**src/rtl/int_priority_ctrl_pkg.sv**
```systemverilog
// Shared constants, state encoding and vector helper for the interrupt
// priority controller.
package int_priority_ctrl_pkg;

    localparam logic [5:0] NMI_LSBS_DEF = 6'h3E;
    localparam logic [5:0] TOP_LSBS_DEF = 6'h3D;
    localparam int         IDX_W        = 4;

    typedef enum logic {
        ST_IDLE = 1'b0,
        ST_ACK  = 1'b1
    } state_t;

    // Vector LSBs count down from the top vector as the source index rises.
    function automatic logic [5:0] src_lsbs(input logic [5:0] top, input logic [IDX_W-1:0] idx);
        return top - {2'b00, idx};
    endfunction

endpackage

```
**src/rtl/int_prio_encoder.sv**
```systemverilog
// Combinational priority encoder: lowest set request index wins.
module int_prio_encoder
    import int_priority_ctrl_pkg::*;
#(
    parameter int N = 16
) (
    input  logic [N-1:0]     req,
    output logic             valid,
    output logic [IDX_W-1:0] index
);

    // Scan from the top down so the lowest active index is the last one written.
    always_comb begin
        valid = |req;
        index = {IDX_W{1'b0}};
        for (int i = N - 1; i >= 0; i--) begin
            index = req[i] ? IDX_W'(i) : index;
        end
    end

endmodule

```
**src/rtl/int_priority_ctrl.sv**
```systemverilog
// Interrupt scheduler: edge-captures requests, arbitrates NMI over maskable
// sources, freezes the vector through INTACK and pulses a clear to the winner.
module int_priority_ctrl
    import int_priority_ctrl_pkg::*;
#(
    parameter int         NUM_SRC  = 16,
    parameter logic [5:0] NMI_LSBS = NMI_LSBS_DEF,
    parameter logic [5:0] TOP_LSBS = TOP_LSBS_DEF
) (
    input  logic               MCLK,
    input  logic               reset,
    input  logic [NUM_SRC-1:0] irq_in,
    input  logic [NUM_SRC-1:0] irq_en,
    input  logic               nmi_in,
    input  logic               INTACK,
    output logic               NMI,
    output logic               INT,
    output logic [5:0]         IntAddrLSBs,
    output logic [NUM_SRC-1:0] irq_clr,
    output logic               busy
);

    state_t             state_r, state_s;
    logic [NUM_SRC-1:0] irq_prev_r, pend_r;
    logic               nmi_prev_r, nmi_pend_r;
    logic               ack_start_s, win_valid_s, nmi_clr_s, nmi_keep_s;
    logic [IDX_W-1:0]   win_idx_s;
    logic [NUM_SRC-1:0] win_onehot_s, src_clr_s, pend_kept_s;
    logic [5:0]         lsbs_s;

    int_prio_encoder #(.N(NUM_SRC)) u_enc (
        .req   (pend_r & irq_en),
        .valid (win_valid_s),
        .index (win_idx_s)
    );

    // FSM next state; only the IDLE->ACK transition services a source.
    always_comb begin
        state_s     = state_r;
        ack_start_s = 1'b0;
        case (state_r)
            ST_IDLE: begin
                if (INTACK) begin
                    state_s     = ST_ACK;
                    ack_start_s = 1'b1;
                end else begin
                    state_s = ST_IDLE;
                end
            end
            ST_ACK: begin
                if (INTACK) begin
                    state_s = ST_ACK;
                end else begin
                    state_s = ST_IDLE;
                end
            end
            default: state_s = ST_IDLE;
        endcase
    end

    // Winner clear masks; NMI takes the acknowledge ahead of any maskable source.
    always_comb begin
        for (int i = 0; i < NUM_SRC; i++) begin
            win_onehot_s[i] = (win_idx_s == IDX_W'(i));
        end
        nmi_clr_s   = ack_start_s & nmi_pend_r;
        src_clr_s   = (ack_start_s && !nmi_pend_r && win_valid_s) ? win_onehot_s : {NUM_SRC{1'b0}};
        pend_kept_s = pend_r & ~src_clr_s;
        nmi_keep_s  = nmi_pend_r & ~nmi_clr_s;
    end

    // Vector selection; held in ACK and when nothing is requesting.
    always_comb begin
        if (state_r == ST_IDLE) begin
            if (nmi_pend_r) begin
                lsbs_s = NMI_LSBS;
            end else if (win_valid_s) begin
                lsbs_s = src_lsbs(TOP_LSBS, win_idx_s);
            end else begin
                lsbs_s = IntAddrLSBs;
            end
        end else begin
            lsbs_s = IntAddrLSBs;
        end
    end

    // State, pending and output registers; a new edge beats a same-cycle clear.
    always_ff @(posedge MCLK) begin
        if (reset) begin
            state_r     <= ST_IDLE;
            irq_prev_r  <= {NUM_SRC{1'b0}};
            pend_r      <= {NUM_SRC{1'b0}};
            nmi_prev_r  <= 1'b0;
            nmi_pend_r  <= 1'b0;
            NMI         <= 1'b0;
            INT         <= 1'b0;
            IntAddrLSBs <= NMI_LSBS;
            irq_clr     <= {NUM_SRC{1'b0}};
            busy        <= 1'b0;
        end else begin
            state_r     <= state_s;
            irq_prev_r  <= irq_in;
            pend_r      <= pend_kept_s | (irq_in & ~irq_prev_r);
            nmi_prev_r  <= nmi_in;
            nmi_pend_r  <= nmi_keep_s | (nmi_in & ~nmi_prev_r);
            NMI         <= nmi_keep_s;
            INT         <= |(pend_kept_s & irq_en);
            IntAddrLSBs <= lsbs_s;
            irq_clr     <= src_clr_s;
            busy        <= (state_s == ST_ACK);
        end
    end

endmodule

```
**config.mk**
```make
export PLATFORM = sky130hd
export DESIGN_NAME = int_priority_ctrl
export DESIGN_NICKNAME = d
export VERILOG_FILES = /design/src/rtl/int_priority_ctrl_pkg.sv /design/src/rtl/int_prio_encoder.sv /design/src/rtl/int_priority_ctrl.sv
export SDC_FILE = /design/constraint.sdc
export NUM_CORES = 1
export LEC_CHECK = 0
export BUFFER_PORTS_ARGS = -buffer_cell sky130_fd_sc_hd__buf_4
export CAP_MARGIN = 20
export CORE_MARGIN = 8
export CORE_UTILIZATION = 30
export DETAILED_ROUTE_END_ITERATION = 10
export GPL_ROUTABILITY_DRIVEN = 0
export HOLD_SLACK_MARGIN = 0.06
export PLACE_DENSITY_LB_ADDON = 0.05
export SYNTH_ARGS = -nofsm -noshare
export SYNTH_HDL_FRONTEND = slang
export SYNTH_SLANG_ARGS = --single-unit
```
**constraint.sdc**
```tcl
create_clock -name MCLK -period 2.7 [get_ports MCLK]
set_input_delay 0.27 -clock MCLK [delete_from_list [all_inputs] [get_ports MCLK]]
set_output_delay 0.27 -clock MCLK [all_outputs]
set_load 0.01 [all_outputs]
```
==> results of run 1 <==
## state kept, by name, summed over array words and instances (netlist names)
register,flops
irq_clr,16
nmi_pend_r,1
state_r,1
NMI,1
pend_r,16
IntAddrLSBs,5
irq_prev_r,16
INT,1
nmi_prev_r,1
## Yosys cell counts (4+ instances only)
cell,instances,area (µm²)
dfxtp_1,58,1160
clkbuf_1,6,22.5
nand2b_1,13,81.3
a21oi_1,20,100
a31oi_1,4,25.0
nor3_1,12,60.1
nand2_1,27,101
a22oi_2,4,50.1
nor2_1,29,109
nand3_1,8,40.0
o21ai_0,11,55.1
nor2b_1,27,169
## path summary, 6_finish.rpt
kind                            depth (start not counted)  startpoint  slack, ns             end
worst max-delay path                                   11   pend_r[6]       0.35  IntAddrLSBs[3]
worst max register to register                         11   pend_r[6]       0.35  IntAddrLSBs[3]
worst min register to register                          2  nmi_prev_r       0.46      nmi_pend_r
worst min-delay path                                    2  irq_in[10]       0.15  irq_prev_r[10]
## logic make-up after synthesis
kind of cell / synth area share (%)
and+or+nand+nor: 28.4
adders and majority gates: 0.961
buffers and inverters: 1.92
AOI/OAI and AO/OA: 18.6
other: 0.160
muxes: 0.427
DFF: 49.5
## worst register-to-register path, stage by stage (launching register included)
cell and delay [ns]:
dfxtp_1 0.33, a22oi_2 0.28, a21bo_2 0.27, a31oi_1 0.20
nand2b_2 0.21, inv_2 0.09, ha_1 0.24, nor3_1 0.19
a21oi_1 0.06, o22a_1 0.19, o22ai_1 0.11, nand2b_1 0.07
## per-layer routing
metal	wire length (µm)	GRT usage [%]
met5	0	0
met4	163	8.17
met3	392	4.34
met2	2800	16.9
met1	3130	15.3
## cells in the final DEF, fill, tap and decap left out, types with 2 or more instances in the layout
master / n
o21ai_0: 11
nor3_1: 12
o22a_1: 2
buf_4: 61
o211ai_1: 3
clkinvlp_4: 4
nor2_1: 29
nand3_1: 8
clkinv_2: 2
inv_1: 3
a21oi_1: 20
a311oi_1: 2
clkbuf_8: 9
nand2b_1: 13
a22o_1: 2
or2_2: 2
nand2_1: 27
a22oi_2: 4
and2_1: 3
dfxtp_1: 58
a22oi_1: 2
or3b_1: 2
and3_1: 2
nor2b_1: 27
a31oi_1: 4
## power groups by stage
stage                     clock network, mW  registers, mW  logic (mW)
after floorplan                           0          0.952       0.200
after global placement                    0          0.951       0.339
after detailed placement                  0          0.951       0.337
after CTS                             0.806          0.932       0.338
after global routing                  0.848          0.939       0.371
final                                 0.775          0.932       0.338
## cell type report
type | count | area [µm²]
well taps | 102 | 128
multi-input cells | 197 | 1140
fillers | 810 | 4550
flip-flops and latches | 58 | 1160
clock inverters | 7 | 70.1
inverters | 4 | 15.0
clock buffers | 9 | 124
repair buffers | 61 | 458
## stage by stage
stage | setup WS (ns) | instance area, µm² | power, mW | util (%) | cells
2_1_floorplan | 0.597 | 2340 | 1.15 | - | 266
3_3_place_gp | 0.311 | 2900 | 1.29 | 37.9 | 422
3_5_place_dp | 0.286 | 2900 | 1.29 | 37.9 | 422
4_1_cts | 0.374 | 3090 | 2.08 | 40.4 | 438
5_1_grt | 0.215 | 3090 | 2.16 | 40.4 | 438
6_report | 0.351 | 3090 | 2.05 | 40.4 | 438
==> flow_summary.toml, run 1 <==
[sta]
tightestPinTransition_ns = 0.589
relSlewSlack_pct = 60.8
hold_slack_ns = 0.147
rsz0062_at_grt = "false"
fin_crit_sh_pct = 87.0
fmaxAchievable_mhz = 426
layout_min_cycle_time_ns = 2.35
hold_viol_final = 0
setup_violations = 0
fin_setup_tns_ns = 0
final.setup_skew_ns = 0.00565
drv_slew = 0

[placed_design]
io_buffer_count = 59
hpwl_um = 4900

[synth]
synth-async-reset-ratio_pct = 0
syn_area_per_cell_um2 = 8.81
ys_ff_latch = 58
ys_seq_area_share_pct = 49.5
synthCells = 266
synth_ff_type = "dfxtp_1"
synth.distinct_cells = 46
syn_nets = 303
synth-edff-count = 0
mappedNetlistArea_mm2 = 0.00234
ys_warn_count = 0

[job]
max_cap_viol_count = 0

[global_routing]
overflow = 0
grt_usage_pct = 12.2
grt_max_degree = 58
grt_pass1_vias = 2007
antenna_found_initial = 0
grt_pass1_wl_um = 10300

[drt]
drt-vias-per-instance = 4.64
drc_errors = 0
routed_wl_um = 6480
drtIter0Drc = 112
vias = 2031
drtAntennaViolNets = 0
first_pass_iters = 4
wl_per_cell_um = 14.8

[cells_and_area]
layout.nets = 368
drive_gt1_share_pct = 26.2
antenna_cells = 0
syn2layout_area_growth_pct = 32.0

[worst_setup_path]
critPathKind = "flip-flop to flip-flop"
slowest_stage = "dfxtp_1"
cp_max_fo = 8
arrival_ns = 2.58
slowest_delay_ns = 0.33
crit_family = "compound AO/OA/AOI/OAI gates"
critPathRequiredTime_ns = 2.93
cp_cell_sequence = "a22oi_2 -> a21bo_2 -> a31oi_1 -> nand2b_2 -> inv_2 -> ha_1 -> nor3_1 -> a21oi_1 -> o22a_1 -> o22ai_1 -> nand2b_1"
critPathBufInv = 1
crit_path_end_kind = "flip-flop"
start_kind = "flip-flop"

[cts]
clock_sinks = 58
cts_tree = "yes"
max-clock-path-buffers = 2
cts_resized = 0
clock-root-buffer = "clkbuf_8"
path_clk_slew_ns = 0.07
insertion_delay_ns = 0.34
numCtsBuffers = 9
cts-hold-fix-buffers = 0
cts_setup_buffers = 0
cts_htree_levels = 3

[worst_hold_path]
worstHoldPathType = "input pin to flip-flop"

[floorplan]
row_count = 32
initial_core_util_pct = 30.6
die_h_um = 104
die_w_um = 104
core-area_mm2 = 0.00765
dieArea_mm2 = 0.0109
io_pins = 61

[pwr]
power.share.combinational_pct = 16.5
powerDensity_mw_per_mm2 = 661
p_clk_share_pct = 37.9
ir_drop_mv = 0.240
intPower_mw = 1.48
power.switching_mw = 0.570
sequentialPowerShare_pct = 45.6
p_leak_nw = 1.28
p_sw_share_pct = 27.9

[status]
status = "completed"
(Power assumes the default switching activity.)
==> run 2, diff against run 1 <==
--- a/config.mk
+++ b/config.mk
@@ -13,6 +13,8 @@
 export GPL_ROUTABILITY_DRIVEN = 0
 export HOLD_SLACK_MARGIN = 0.06
 export PLACE_DENSITY_LB_ADDON = 0.05
+export REMOVE_ABC_BUFFERS = 1
 export SYNTH_ARGS = -nofsm -noshare
 export SYNTH_HDL_FRONTEND = slang
+export SYNTH_HIERARCHICAL = 1
 export SYNTH_SLANG_ARGS = --single-unit
==> run 2 against run 1 <==
Effect of this change: clock power is essentially flat; count of clock-buffer cells in the layout grew 3; total power grew 4.8%; combinational power grew 31%; via count grew 3.8%; sequential share of layout area shrank 2.7 points; utilization grew 2.5 points; largest power group unchanged.
==> flow_summary.toml, run 2 <==
[floorplan]
io_pins = 61
core-area_mm2 = 0.00777
initial_core_util_pct = 31.1
row_count = 32
dieArea_mm2 = 0.0112
die_h_um = 106
die_w_um = 106

[cells_and_area]
fin_area_mm2 = 0.00334
mostFrequentLayoutCell = "buf_4"
drive_gt1_share_pct = 32.2
mostFrequentLayoutCells = "80 x buf_4, 58 x dfxtp_1, 23 x nor2b_1"
syn2layout_area_growth_pct = 38.1
layout.nets = 387
fin_cells = 456
antenna_cells = 0
reg_top3 = "irq_clr: 16 flops, irq_prev_r: 16 flops, pend_r: 16 flops"

[placed_design]
io_buffer_count = 59
place_inst = 440
placed_cell_area_mm2 = 0.00308
hpwl_um = 4840

[global_routing]
overflow = 0
antenna_found_initial = 0
grt_pass1_vias = 2227
grt_pass1_wl_um = 10900
grt_max_degree = 58
grt_usage_pct = 12.1

[pwr]
p_total_mw = 2.14
powerDensity_mw_per_mm2 = 642
ir_drop_mv = 0.262
p_leak_nw = 1.40

[drt]
vias = 2109
drtAntennaViolNets = 0
drt-vias-per-instance = 4.63
routed_wl_um = 6530
drc_errors = 0
first_pass_iters = 6
drtIter0Drc = 87
wl_per_cell_um = 14.3

[worst_setup_path]
arrival_ns = 2.80
critPathKind = "flip-flop to flip-flop"
critPathRequiredTime_ns = 2.89
start_kind = "flip-flop"
cp_max_fo = 7
crit_path_end_kind = "flip-flop"

[synth]
synthCells = 271
yosys.area.top_type = "dfxtp_1"
yosys-top-cells-area = "dfxtp_1 48%, nor2b_1 6.2%, nand2b_1 5.7%"
synth.distinct_cells = 50
synth_ff_type = "dfxtp_1"
synth.top_cell.area_share_pct = 48.1
yosysMostFrequentCell = "dfxtp_1"
ys_top_cells_by_count = "58 x dfxtp_1, 24 x nor2b_1, 22 x nand2b_1"
mappedNetlistArea_mm2 = 0.00242
syn_area_per_cell_um2 = 8.92
synth-edff-count = 0
ys_seq_area_share_pct = 48.1
synth-async-reset-ratio_pct = 0
ys_ff_latch = 58
ys_warn_count = 6

[sta]
final.setup_skew_ns = 0.00716
hold_viol_final = 0
drv_slew = 0
layout_min_cycle_time_ns = 2.62
fmaxAchievable_mhz = 382
fin_crit_sh_pct = 96.9
setup_violations = 0
relSlewSlack_pct = 62.0
hold_slack_ns = 0.153
rsz0062_at_grt = "false"
tightestPinTransition_ns = 0.570

[cts]
path_clk_slew_ns = 0.07
max-clock-path-buffers = 2
cts_tree = "yes"
clock_sinks = 58
clock-root-buffer = "clkbuf_8"
numCtsBuffers = 9
cts_htree_levels = 3
insertion_delay_ns = 0.34

[worst_hold_path]
worstHoldPathType = "input pin to flip-flop"

[job]
max_cap_viol_count = 0

[status]
status = "completed"
==> run 2: cell type report <==
| type | instances | area (µm²) |
|---|---|---|
| clock buffers | 12 | 145 |
| clock inverters | 3 | 40.0 |
| fillers | 841 | 4430 |
| inverters | 11 | 41.3 |
| multi-input cells | 190 | 1220 |
| flip-flops and latches | 58 | 1160 |
| well taps | 102 | 128 |
| repair buffers | 80 | 601 |
==> run 2: power breakdown <==
part,total (mW),internal [mW],switching [mW]
Sequential,0.925,0.905,0.0197
Clock,0.775,0.444,0.331
Combinational,0.443,0.211,0.232
==> run 2: path summary, 6_finish.rpt <==
kind / from / to / slack [ns] / cells after the start
worst max-delay path: pend_r[6] / INT / 0.08 / 9
worst min-delay path: irq_in[3] / irq_prev_r[3] / 0.15 / 2
worst max register to register: pend_r[6] / INT / 0.08 / 9
worst min register to register: pend_r[0] / pend_r[0] / 0.47 / 2
==> run 2: repair_timing <==
action,4_1_cts,5_1_grt
endpoints found under the setup margin,0,1
resized for setup,0,13
setup buffers,0,1
hold buffers,0,0
==> run 2: cell families (layout without fill, tap and decap cells) <==
group	Yosys count	in the layout	share of synthesized area, %
buffers and inverters	23	106	4.19
adder cells (fa/ha/maj)	1	1	0.518
XOR/XNOR	1	1	0.363
multiplexers	1	1	0.466
other	1	1	0.155
AO/OA/AOI/OAI	57	57	14.7
flip-flops	58	58	48.1
AND/OR/NAND/NOR	129	129	31.5
==> run 2: stage by stage <==
step                worst slack (ns)  utilization (%)  setup TNS (ns)
detailed placement           -0.0509             39.6         -0.0509
global route                 0.00438             42.9               0
floorplan                     0.0286                -               0
global placement             -0.0573             39.6         -0.0573
CTS                           0.0302             42.0               0
finish                        0.0850             42.9               0
==> run 2: per-layer routing <==
metal / global-route usage [%] / vias up / part of all wire (%) / routed length, µm
li1: - / 1090 / - / -
met1: 15.2 / 962 / 48 / 3130
met2: 17.4 / 44 / 44 / 2900
met3: 4.20 / 13 / 5.1 / 336
met4: 7.04 / 0 / 2.4 / 156
met5: 0 / - / 0 / 0
==> run 2: critical path: stages (launching register included) <==
cell and delay, ns:
dfxtp_1 0.31, nand2_1 0.11, inv_1 0.10, nor4_2 0.36
o21ai_0 0.14, and3_2 0.29, or3_4 0.44, or2_1 0.28
a221oi_2 0.30, a41oi_1 0.14
==> run 3, diff against run 2 <==
--- a/config.mk
+++ b/config.mk
@@ -5,6 +5,7 @@
 export SDC_FILE = /design/constraint.sdc
 export NUM_CORES = 1
 export LEC_CHECK = 0
+export ABC_AREA = 1
 export BUFFER_PORTS_ARGS = -buffer_cell sky130_fd_sc_hd__buf_4
 export CAP_MARGIN = 20
 export CORE_MARGIN = 8
==> run 3 against run 2 <==
Effect of this change: cell count grew 14%; count of clock-buffer cells in the layout is the same; critical path depth grew 18; critical path type unchanged; largest cell class is now sequential cells.
==> flow_summary.toml, run 3 <==
[status]
status = "completed"

[cells_and_area]
layout.nets = 449
n_fill_cell = 875
antenna_cells = 0
mostFrequentLayoutCells = "88 x nor2_1, 73 x nand2_1, 59 x buf_4"
drive_gt1_share_pct = 23.6
reg_top3 = "irq_clr: 16 flops, irq_prev_r: 16 flops, pend_r: 16 flops"
mostFrequentLayoutCell = "nor2_1"
syn2layout_area_growth_pct = 29.5

[sta]
relSlewSlack_pct = 61.8
final.setup_skew_ns = 0.00561
fmaxAchievable_mhz = 423
rsz0062_at_grt = "false"
drv_slew = 0
tightestPinTransition_ns = 0.572
hold_viol_final = 0
layout_min_cycle_time_ns = 2.36
fin_crit_sh_pct = 87.5
setup_violations = 0
fin_setup_tns_ns = 0

[drt]
drtAntennaViolNets = 0
vias = 2170
drtIter0Drc = 74
routed_wl_um = 5700
drc_errors = 0
first_pass_iters = 4
wl_per_cell_um = 11.0
drt-vias-per-instance = 4.19

[worst_setup_path]
worstRegToRegCells = 27
critPathKind = "flip-flop to flip-flop"
worst-r2r-setup-slack_ns = 0.34
r2r-start = "pend_r[14]"
arrival_ns = 2.57
critPathRequiredTime_ns = 2.90
crit_path_end_kind = "flip-flop"
cp_max_fo = 4
timing.rr.end = "INT"
start_kind = "flip-flop"

[floorplan]
core-area_mm2 = 0.00777
dieArea_mm2 = 0.0112
die_h_um = 106
die_w_um = 106
io_pins = 61
initial_core_util_pct = 31.1
row_count = 32

[synth]
ys_top_cells_by_count = "88 x nor2_1, 75 x nand2_1, 58 x dfxtp_1"
synthCells = 350
ys_seq_area_share_pct = 48.1
ys_warn_count = 6
ys_ff_latch = 58
yosys.area.top_type = "dfxtp_1"
synth.top_cell.area_share_pct = 48.1
syn_area_per_cell_um2 = 6.90
synth.distinct_cells = 27
yosys-top-cells-area = "dfxtp_1 48%, nor2_1 14%, nand2_1 12%"
synth-edff-count = 0
mappedNetlistArea_mm2 = 0.00241
yosysMostFrequentCell = "nor2_1"
synth-async-reset-ratio_pct = 0
synth_ff_type = "dfxtp_1"

[global_routing]
antenna_found_initial = 0
overflow = 0
grt_max_degree = 57
grt_usage_pct = 10.9
grt_pass1_vias = 2142
grt_pass1_wl_um = 9670

[pwr]
ir_drop_mv = 0.217
p_total_mw = 1.98
powerDensity_mw_per_mm2 = 633
p_leak_nw = 1.65

[cts]
insertion_delay_ns = 0.34
cts_setup_buffers = 0
cts_htree_levels = 3
clock-root-buffer = "clkbuf_8"
cts_resized = 0
path_clk_slew_ns = 0.06
clock_sinks = 58
cts-hold-fix-buffers = 0
cts_tree = "yes"
numCtsBuffers = 9
max-clock-path-buffers = 2

[worst_hold_path]
hold_path_depth = 3
hold_start = "nmi_in"
worstHoldPathType = "input pin to flip-flop"
hold_end = "nmi_prev_r"

[placed_design]
io_buffer_count = 59
hpwl_um = 4360

[job]
max_cap_viol_count = 0
run 3: through the flow:
stage	cells	area, µm²	util (%)	setup WS (ns)	hold slack [ns]
floorplan	342	2360	-	0.693	0.339
detailed placement	503	2930	37.8	0.124	0.407
CTS	518	3100	40.0	0.144	0.111
global route	518	3130	40.2	0.00938	0.123
finish	518	3130	40.2	0.337	0.134
global placement	503	2930	37.8	0.152	0.402
run 3: power by group:
part / internal, mW / total, mW / switching (mW)
clock: 0.373 / 0.698 / 0.325
sequential: 0.907 / 0.929 / 0.0218
combinational: 0.141 / 0.352 / 0.211
run 3: critical path, stage by stage, from the launching register on:
cell and delay [ns]:
dfxtp_1 0.33, nand2_1 0.05, inv_1 0.07, inv_1 0.04
nand2_1 0.06, nand2_1 0.05, nand2_1 0.06, nand2_1 0.05
nand2_1 0.05, nand2_1 0.04, nand2_1 0.06, nand2_1 0.05
nand2_1 0.05, nand2_1 0.05, nand2_1 0.06, nand2_1 0.04
nand2_1 0.07, a21oi_2 0.08, inv_1 0.10, nand2_1 0.15
nor2_1 0.17, nand2_2 0.08, nand2_1 0.07, nand2_1 0.04
nor2_1 0.14, nand2_1 0.08, nor2_1 0.09, nor2_1 0.05
run 3: logic make-up (layout without fill, tap and decap cells):
kind of cell | after synthesis | count (layout) | synth area share, %
AND/OR/NAND/NOR | 192 | 192 | 32.9
buffers and inverters | 68 | 134 | 11.4
XOR/XNOR | 1 | 1 | 0.363
flip-flops | 58 | 58 | 48.1
other | 1 | 1 | 0.155
adder cells (fa/ha/maj) | 1 | 1 | 0.518
AO/OA/AOI/OAI | 29 | 29 | 6.58
run 3: area by class of cell:
cell class	instances	area, µm²	share of cell area [%]
Clock inverter	3	15.0	0.480
Clock buffer	12	155	4.96
Tap cell	102	128	4.08
Multi-Input combinational cell	224	998	31.9
Sequential cell	58	1160	37.1
Inverter	60	225	7.21
Timing Repair Buffer	59	443	14.2
run 3: worst max path at each step:
stage / from / end / cells past startpoint
floorplan: pend_r[14] / INT / 18
global placement: irq_en[14] / INT / 19
detailed placement: irq_en[14] / INT / 19
CTS: pend_r[14] / INT / 18
global route: pend_r[14] / INT / 27
finish: pend_r[14] / INT / 27
run 3: routing by layer:
layer	vias to the layer above	share of wire [%]	GRT usage (%)
met5	-	0	0
met4	0	2.3	6.33
met3	11	7.4	4.93
met2	51	46	16.7
met1	945	45	12.1
li1	1163	-	-
